--- src/rtl/ps2_wasd_decoder.sv ---
// PS/2 (scan-code set 2) receiver. Produces held-key levels for W/A/S/D, the last byte
// received correctly, and one-cycle valid and error pulses.
module ps2_wasd_decoder #(
    parameter int FILTER_LEN     = 8,
    parameter int TIMEOUT_CYCLES = 50000
) (
    input  logic       clk,
    input  logic       reset,
    input  logic       ps2_clk,
    input  logic       ps2_data,
    output logic       w,
    output logic       a,
    output logic       s,
    output logic       d,
    output logic [7:0] scan_code,
    output logic       scan_valid,
    output logic       frame_error
);

    typedef enum logic [1:0] {IDLE, RECV, CHECK} state_t;

    localparam logic [7:0]  FILT_MAX = 8'(FILTER_LEN - 1);
    localparam logic [15:0] TO_MAX   = 16'(TIMEOUT_CYCLES - 1);

    logic        clk_s1, clk_s2, dat_s1, dat_s2;
    logic        filt_clk, filt_prev;
    logic [7:0]  filt_cnt;
    logic        strobe;
    state_t      state, next_state;
    logic [10:0] frame;
    logic [3:0]  bit_cnt;
    logic [15:0] idle_cnt;
    logic        timeout, frame_ok;
    logic        brk, ext;
    logic [7:0]  rx_byte;

    // The filtered clock changes only after FILTER_LEN consecutive samples that
    // disagree with it, so short glitches never reach the edge detector.
    // NOTE: every clocked block uses <= so all registers update from pre-edge values.
    always_ff @(posedge clk or negedge reset) begin
        if (!reset) begin
            clk_s1    <= 1'b1;
            clk_s2    <= 1'b1;
            dat_s1    <= 1'b1;
            dat_s2    <= 1'b1;
            filt_clk  <= 1'b1;
            filt_prev <= 1'b1;
            filt_cnt  <= '0;
        end else begin
            clk_s1    <= ps2_clk;
            clk_s2    <= clk_s1;
            dat_s1    <= ps2_data;
            dat_s2    <= dat_s1;
            filt_prev <= filt_clk;
            if (clk_s2 == filt_clk) begin
                filt_cnt <= '0;
            end else if (filt_cnt == FILT_MAX) begin
                filt_clk <= clk_s2;
                filt_cnt <= '0;
            end else begin
                filt_cnt <= filt_cnt + 8'd1;
            end
        end
    end

    assign strobe   = filt_prev & ~filt_clk;
    assign timeout  = (state == RECV) && (idle_cnt == TO_MAX);
    assign rx_byte  = frame[8:1];
    assign frame_ok = (^frame[9:1]) && frame[10];

    always_ff @(posedge clk or negedge reset) begin
        if (!reset) state <= IDLE;
        else        state <= next_state;
    end

    // NOTE: defaults first so no path through this block leaves an output unassigned (no latches).
    always_comb begin
        next_state  = state;
        scan_valid  = 1'b0;
        frame_error = 1'b0;
        case (state)
            IDLE:  if (strobe && !dat_s2) next_state = RECV;
            RECV: begin
                if (timeout) begin
                    frame_error = 1'b1;
                    next_state  = IDLE;
                end else if (strobe && bit_cnt == 4'd10) begin
                    next_state = CHECK;
                end
            end
            CHECK: begin
                scan_valid  = frame_ok;
                frame_error = ~frame_ok;
                next_state  = IDLE;
            end
            default: next_state = IDLE;
        endcase
    end

    // Bits enter at the top so after 11 strobes the start bit sits in frame[0].
    always_ff @(posedge clk or negedge reset) begin
        if (!reset) begin
            frame    <= '0;
            bit_cnt  <= '0;
            idle_cnt <= '0;
        end else begin
            if (state == RECV && !strobe) idle_cnt <= idle_cnt + 16'd1;
            else                          idle_cnt <= '0;
            if (state == IDLE && strobe && !dat_s2) begin
                frame   <= {dat_s2, frame[10:1]};
                bit_cnt <= 4'd1;
            end else if (state == RECV && strobe && !timeout) begin
                frame   <= {dat_s2, frame[10:1]};
                bit_cnt <= bit_cnt + 4'd1;
            end else if (state != RECV) begin
                bit_cnt <= '0;
            end
        end
    end

    always_ff @(posedge clk or negedge reset) begin
        if (!reset) begin
            scan_code <= '0;
            brk       <= 1'b0;
            ext       <= 1'b0;
            w         <= 1'b0;
            a         <= 1'b0;
            s         <= 1'b0;
            d         <= 1'b0;
        end else if (scan_valid) begin
            scan_code <= rx_byte;
            if (rx_byte == 8'hF0) begin
                brk <= 1'b1;
            end else if (rx_byte == 8'hE0) begin
                ext <= 1'b1;
            end else begin
                if (!ext) begin
                    case (rx_byte)
                        8'h1D:   w <= ~brk;
                        8'h1C:   a <= ~brk;
                        8'h1B:   s <= ~brk;
                        8'h23:   d <= ~brk;
                        default: ;
                    endcase
                end
                brk <= 1'b0;
                ext <= 1'b0;
            end
        end else if (frame_error) begin
            brk <= 1'b0;
            ext <= 1'b0;
        end
    end

endmodule

--- config.mk ---
export PLATFORM = sky130hd
export DESIGN_NAME = ps2_wasd_decoder
export DESIGN_NICKNAME = d
export VERILOG_FILES = /design/src/rtl/ps2_wasd_decoder.sv
export SDC_FILE = /design/constraint.sdc
export NUM_CORES = 1
export LEC_CHECK = 0
export ABC_AREA = 1
export CAP_MARGIN = 20
export CORE_ASPECT_RATIO = 0.6
export CORE_UTILIZATION = 35
export DETAILED_ROUTE_END_ITERATION = 10
export SLEW_MARGIN = 40
export SYNTH_ARGS = -nofsm -noshare
export SYNTH_HDL_FRONTEND = slang
export SYNTH_SLANG_ARGS = --single-unit
--- constraint.sdc ---
create_clock -name clk -period 1.9 [get_ports clk]
set_clock_uncertainty 0.1 [all_clocks]
set_input_delay 0.38 -clock clk [delete_from_list [all_inputs] [get_ports clk]]
set_output_delay 0.38 -clock clk [all_outputs]
set_load 0.01 [all_outputs]
==> results of run 1 <==
==> layout make-up <==
| class | count | area (sq um) | share of cell area |
|---|---|---|---|
| tap | 112 | 140.1 | 0.03298 |
| inverter | 50 | 187.7 | 0.04417 |
| clock inverter | 5 | 27.53 | 0.006478 |
| multi-input combinational | 239 | 1476 | 0.3475 |
| sequential | 60 | 1509 | 0.3551 |
| clock buffer | 11 | 242.7 | 0.05713 |
| timing repair buffer | 79 | 665.6 | 0.1567 |
==> layer usage <==
metal	vias to the layer above	global-route usage	part of all wire
met5	-	0	0
met4	0	0.04819	0.0071
met2	38	0.2228	0.41
met3	4	0.07273	0.048
met1	1194	0.2428	0.54
li1	1319	-	-
==> synth_stat cells, drive strengths merged <==
master / n
dfrtp: 54
clkbuf: 1
a21oi: 13
nand4: 10
xnor2: 3
nor3: 15
inv: 50
nand2: 77
xor2: 3
nor4: 3
buf: 4
dfstp: 6
ha: 18
o21ai: 31
nand3: 21
nand3b: 1
o22ai: 3
a21boi: 1
nor2: 39
and3: 1
==> cells by family (layout without fill, tap and decap cells) <==
family                     after synthesis  in the layout
and+or+nand+nor                        167            167
xor gates and xnor gates                 6              6
DFF                                     60             60
AOI/OAI and AO/OA                       48             48
adders and majority gates               18             18
buffers and inverters                   55            145
==> final timing paths <==
check                      slack (ns)          endpoint  depth (start not counted)                  from
max                             -0.38       frame_error                         13  frame[8]$_DFFE_PN0P_
min                              0.25  dat_s2$_DFF_PN1_                          0      dat_s1$_DFF_PN1_
max reg2reg                     -0.16   ext$_DFFE_PN0P_                         18  frame[8]$_DFFE_PN0P_
min reg2reg                      0.25  dat_s2$_DFF_PN1_                          0      dat_s1$_DFF_PN1_
max in group asynchronous        0.69  dat_s2$_DFF_PN1_                          3                 reset
min in group asynchronous        0.39     a$_DFFE_PN0P_                          2                 reset
==> state kept, by name, indices dropped and copies added, names as in the netlist, 2 cells and up <==
name / count
frame: 10
scan_code: 8
bit_cnt: 4
filt_cnt: 8
idle_cnt: 16
state: 2
==> worst reg2reg max path, delay by kind of cell (launching register included) <==
family | cells | cell delay (ns)
fa+ha+maj | 1 | 0.27
buf+inv | 5 | 0.47
flops | 1 | 0.35
simple gates | 12 | 0.77
==> stage by stage <==
| step | setup TNS [ns] | hold slack (ns) |
|---|---|---|
| after CTS | -1.436 | 0.2543 |
| after global routing | -3.255 | 0.2568 |
| final | -1.412 | 0.2536 |
| after floorplan | 0 | -0.01559 |
| after global placement | -1.367 | 0.1971 |
| after detailed placement | -1.638 | 0.2051 |
==> repair_timing <==
action	4_1_cts	5_1_grt
endpoints found under the hold margin	12	0
pin swaps	7	10
hold buffers	1	0
gates resized for setup	18	26
setup endpoints to repair	10	24
buffers inserted	5	3
==> report_power, final <==
part | leakage (nW) | switching (mW) | internal [mW]
Sequential | 0.808 | 0.106 | 1.43
Clock | 0.135 | 0.545 | 0.905
Combinational | 1.02 | 0.726 | 0.626
Total | 1.96 | 1.38 | 2.96
==> cell usage in the layout, fill, tap and decap left out, drive strengths merged <==
| cell | Yosys | final |
|---|---|---|
| clkinv | 0 | 4 |
| clkinvlp | 0 | 1 |
| ha | 18 | 18 |
| nand2 | 77 | 77 |
| buf | 4 | 64 |
| xor2 | 3 | 3 |
| o22ai | 3 | 3 |
| a21boi | 1 | 1 |
| dfrtp | 54 | 54 |
| dfstp | 6 | 6 |
| nand4 | 10 | 10 |
| o21ai | 31 | 31 |
| inv | 50 | 50 |
| clkbuf | 1 | 11 |
| dlygate4sd3 | 0 | 1 |
| nand3 | 21 | 21 |
| xnor2 | 3 | 3 |
| nand3b | 1 | 1 |
| and3 | 1 | 1 |
| nor4 | 3 | 3 |
| nor3 | 15 | 15 |
| clkdlybuf4s50 | 0 | 14 |
| nor2 | 39 | 39 |
| a21oi | 13 | 13 |
==> reports/results.ini, run 1 <==
[pwr]
finalPower_mw = 4.338
reported_leakage_power_nw = 1.961
ir_drop_mv = 0.7064
power_density_mw_per_mm2 = 1021

[clock_tree]
clkSinkCount = 60
cts.reportedPaths.clkPinSlew_ns = 0.05
clk-insertion-delay-late_ns = 0.33
root_buffer = sky130_fd_sc_hd__clkbuf_16
cts_tree = done
cts_buf_count = 9
cts_htree_levels = 3
clockBufferDepth = 2

[synth]
synth_top_cells_by_area = sky130_fd_sc_hd__dfrtp_1, sky130_fd_sc_hd__nand2_1, sky130_fd_sc_hd__ha_1, sky130_fd_sc_hd__inv_1, sky130_fd_sc_hd__dfstp_2
synth.yosys.seq_area_share = 0.4877
postSynthNetCount = 376
synth_top_family_by_area = simple AND/OR/NAND/NOR gates
synthMuxAreaShare = 0
synth_top_area_cell = sky130_fd_sc_hd__dfrtp_1
syn_inst = 354
synth_compound_area_frac = 0.09179
adder_and_majority_gate_portion_of_the_synthesized_area = 0.07279
postSynthRegisterBits = 60
synthXorXnorAreaFrac = 0.01698
yosys_warnings = 0
syn_avg_cell_area_sq_um = 8.741
post_synth_instance_area_sq_mm = 0.003094
netlist-cell-type-count = 33
synth_simple_gate_area_share = 0.2576
synth.top_cell.area_share = 0.4367

[finish]
area_delta_synth_final_pct = 37.32
design.final.nets = 461
nFillCells = 806
final_cell_area_sq_mm = 0.004249
fraction_of_layout_instances_using_a_drive_strength_above_1 = 0.3176
final-instance-count-excl-fill = 556
antenna-diode-count = 0
post-route-util = 0.4966

[floorplanning]
die_width_microns = 123.4
i_o_pin_count = 18
overall_die_area_sq_mm = 0.009233
die_h_microns = 74.83
initial_core_util = 0.3617
std_cell_rows = 26
core_region_area_sq_mm = 0.008556

[sta]
final-max-slew-violation-count = 0
max_freq_mhz = 438.5
hold_violations = 0
period_minus_slack_ns = 2.280
finalCritPeriodShare = 1.200
grt_setup_unrepaired = yes
finalSetupViolCount = 8
finalWorstSetupSlack_ns = -0.3803
timing.max_slew.rel_slack = 0.7388
worst-slew-pin-transition_ns = 0.3891

[grt]
grt.overflow.total = 0
grt_pass1_vias = 2388
grt_antenna_before_repair = 0
track_usage = 0.1676
grt_pass1_wl_microns = 11360
grt_start_max_net_pins = 49

[detailed_routing]
post_drt_wl_per_cell_microns = 12.36
drtIter0Drc = 126
routed_wl_microns = 6873
detail_route.vias_per_cell = 4.595
vias = 2555
firstDrtPassIters = 6
drcViolationCount = 0
antenna_violating_nets_post_route = 0

[setup_path]
cp_max_fo = 2
cp.required_ns = 1.42
worst_ep_arrival_time_ns = 1.80
critical_path.startpoint_type = flip-flop
worst_path_largest_cell_delay_ns = 0.35
endpoint_kind = output pin
sum_of_buffers_and_inverters_on_the_critical_path = 3
critPathTopFamily = simple AND/OR/NAND/NOR gates
crit_slowest_cell = sky130_fd_sc_hd__dfrtp_1
crit_path_cell_trace = inv_2 > ha_4 > inv_2 > nand2_2 > nand2_1 > nand2_1 > nand2_1 > nand2_1 > nand2_2 > nand2_2 > nand2_2 > a21boi_1 > buf_2
critical_path_class = reg -> out

[run_status]
run_status = finished with violations
violated_checks = setup timing

[hold_path]
min_path_type = reg -> reg

[place]
place_inst = 531
routabilityCongestion = 0.8688
placement.setup.worst_slack_ns = -0.4487
place.detailed.hpwl_microns = 4956
buffer_ports.inserted = 17
place_area_sq_mm = 0.003784

[job]
timing.max_cap.violations = 0

Power figures use the tool's default switching activity.
==> run 2, diff against run 1 <==
CORE_UTILIZATION = 55   (was 35)
PLACE_DENSITY = 0.74   (was default)
clock period = 2.22 ns   (was 1.9 ns; I/O delays follow)
==> run 2 against run 1 <==
Effect of this change: the run still ends with setup timing left; count of clock-buffer cells in the layout is 1 higher; clock power is 25% lower; first-iteration DRC count increased by 70%; core utilization is 27 points higher; global-route usage up 9.8 points; hold slack better by 0.00063 ns; non-clock buffer count is 13 lower; setup slack improved by 0.12 ns; largest cell class unchanged.
==> reports/results.ini, run 2 (synthesis results as in run 1) <==
[run_status]
run_status = finished with violations
violated_checks = setup timing

[detailed_routing]
detail_route.vias_per_cell = 5.233  ; +14%
routed_wl_microns = 7208  ; +4.9%
met1_length_microns = 3405  ; -7.8%
drcViolationCount = 0  ; unchanged
highest_signal_layer = met4
drtIter0Drc = 214  ; +70%
post_drt_wl_per_cell_microns = 14.50  ; +17%
firstDrtPassIters = 4  ; -2
met3_length_microns = 489  ; +47%
vias = 2601  ; +1.8%
antenna_violating_nets_post_route = 0  ; unchanged
wl_met2_microns = 3184  ; +14%

[sta]
finalCritPeriodShare = 1.116
finalSetupViolCount = 4  ; -4
grt_setup_unrepaired = yes
hold_violations = 0  ; unchanged
finalWorstSetupSlack_ns = -0.2565  ; +0.1238 ns
final-max-slew-violation-count = 0  ; unchanged
timing.max_slew.rel_slack = 0.6765  ; -0.06224
max_freq_mhz = 403.8
total_negative_setup_slacks_ns = -0.8680  ; +0.5435 ns
period_minus_slack_ns = 2.476
worst-slew-pin-transition_ns = 0.4835  ; +0.09445 ns

[hold_path]
min_path_type = reg -> reg

[setup_path]
worst_ep_arrival_time_ns = 1.93  ; +0.13 ns
endpoint_kind = output pin
critical_path_class = reg -> out
cp_max_fo = 2  ; unchanged
cp.required_ns = 1.68  ; +0.26 ns
critical_path.startpoint_type = flip-flop

[finish]
final_cell_area_sq_mm = 0.004015  ; -5.5%
largest_registers = idle_cnt (16), frame (10)
multiInputGateArea_sq_mm = 0.001461  ; -1.0%
antenna-diode-count = 0  ; unchanged
largest_register_ffs = 16  ; unchanged
top_register = idle_cnt
layout.cells.most_common = sky130_fd_sc_hd__nand2_1
fraction_of_layout_instances_using_a_drive_strength_above_1 = 0.2993  ; -0.01826
register_area_sq_mm = 0.001509  ; unchanged
design.final.nets = 448  ; -2.8%
area_delta_synth_final_pct = 29.76
post-route-util = 0.7677  ; +0.2711
layout_common_cells = sky130_fd_sc_hd__nand2_1, sky130_fd_sc_hd__dfrtp_1, sky130_fd_sc_hd__buf_4
nFillCells = 338  ; -58%

[grt]
grt_pass1_vias = 2492  ; +4.4%
track_usage = 0.2657  ; +0.09813
grt_antenna_before_repair = 0  ; unchanged
grt.overflow.total = 0  ; unchanged
grt_pass1_wl_microns = 11560  ; +1.7%
grt_start_max_net_pins = 61  ; +24%

[clock_tree]
cts.reportedPaths.clkPinSlew_ns = 0.07  ; +0.02 ns
cts_tree = done
clk-insertion-delay-late_ns = 0.35  ; +0.02 ns
cts_htree_levels = 3  ; unchanged
clkSinkCount = 60  ; unchanged
root_buffer = sky130_fd_sc_hd__clkbuf_8
clockBufferDepth = 2  ; unchanged
cts_buf_count = 9  ; unchanged

[floorplanning]
initial_core_util = 0.5916  ; +0.2300
die_width_microns = 98.83  ; -20%
i_o_pin_count = 18  ; unchanged
die_h_microns = 60.10  ; -20%
core_region_area_sq_mm = 0.005230  ; -39%
std_cell_rows = 20  ; -23%
overall_die_area_sq_mm = 0.005940  ; -36%

[place]
routabilityCongestion = 0.8743  ; +0.63%
place_area_sq_mm = 0.003571  ; -5.6%
buffer_ports.inserted = 17  ; unchanged
place.detailed.hpwl_microns = 4664  ; -5.9%

[pwr]
switching_share = 0.3351  ; +0.01750
finalPower_mw = 3.582  ; -17%
switching_power_mw = 1.201  ; -13%
reported_leakage_power_nw = 1.837  ; -6.3%
ir_drop_mv = 0.6326  ; -10%
clock_network_fraction_of_total_power = 0.305  ; -0.029
power_report.internal_total_mw = 2.382  ; -20%
power.share.combinational = 0.328  ; +0.016
power.sequential.fraction = 0.367  ; +0.013
power_density_mw_per_mm2 = 892.2  ; -13%

[job]
timing.max_cap.violations = 0  ; unchanged

[run 2: cell types whose count changed in the layout (fill, tap and decap cells not counted), moves of 4 or more]
cell                        change
sky130_fd_sc_hd__clkbuf_8       +9
sky130_fd_sc_hd__o21ai_0        +5
sky130_fd_sc_hd__o21ai_1        -4
sky130_fd_sc_hd__nand2_1        -5
sky130_fd_sc_hd__clkbuf_16      -9
sky130_fd_sc_hd__buf_4         -12
sky130_fd_sc_hd__nand2_2        +5
[run 2: final timing paths]
kind	slack [ns]	depth (start not counted)	from	to
max in group asynchronous	1.17	3	reset	dat_s2$_DFF_PN1_
min in group asynchronous	0.50	3	reset	idle_cnt[13]$_DFF_PN0_
worst max register to register	-0.19	17	frame[5]$_DFFE_PN0P_	ext$_DFFE_PN0P_
worst min-delay path	0.25	0	clk_s1$_DFF_PN1_	clk_s2$_DFF_PN1_
worst min register to register	0.25	0	clk_s1$_DFF_PN1_	clk_s2$_DFF_PN1_
worst max-delay path	-0.26	10	frame[5]$_DFFE_PN0P_	frame_error
[run 2: area by class of cell]
type                            count  share of cell area
Clock inverter                      4             0.01807
Timing Repair Buffer               66              0.1374
Sequential cell                    60              0.3758
Tap cell                           66             0.02057
Inverter                           50             0.04799
Clock buffer                       12             0.03615
Multi-Input combinational cell    239              0.3640
[run 2: power by group through the flow]
stage / combinational, mW / sequential, mW / clock (mW)
2_1_floorplan: 0.547 / 1.31 / 0
3_3_place_gp: 0.804 / 1.32 / 0
3_5_place_dp: 0.837 / 1.32 / 0
4_1_cts: 0.998 / 1.31 / 1.11
5_1_grt: 1.28 / 1.33 / 1.16
6_report: 1.17 / 1.32 / 1.09
[run 2: layer usage]
metal,vias to the layer above,track usage
li1,1286,-
met1,1239,0.3653
met2,64,0.3826
met3,12,0.1029
met4,0,0.09595
met5,-,0
[run 2: through the flow]
stage                     setup WS, ns  instances  hold slack, ns
after detailed placement       -0.2380        466          0.2476
after floorplan                 0.2084        354         0.04841
after global placement         -0.2001        466          0.2460
final                          -0.2565        497          0.2542
after CTS                      -0.1476        495          0.2556
after global routing           -0.3392        497          0.2628
[run 2: timing repair]
item                                    in CTS  in global routing
endpoints found under the hold margin        5                  0
hold buffers                                 1                  0
pin swaps                                    9                  6
resized for setup                           25                 18
endpoints found under the setup margin       2                 10
buffers inserted                            12                  3
[run 2: critical path, cell delays in order (launching register included)]
cell	delay, ns
sky130_fd_sc_hd__dfrtp_1	0.34
sky130_fd_sc_hd__inv_1	0.07
sky130_fd_sc_hd__ha_1	0.34
sky130_fd_sc_hd__xor2_2	0.20
sky130_fd_sc_hd__inv_1	0.10
sky130_fd_sc_hd__nand2_2	0.10
sky130_fd_sc_hd__nand2_2	0.06
sky130_fd_sc_hd__nand2_2	0.06
sky130_fd_sc_hd__nand2_2	0.06
sky130_fd_sc_hd__a21boi_1	0.12
sky130_fd_sc_hd__buf_2	0.15
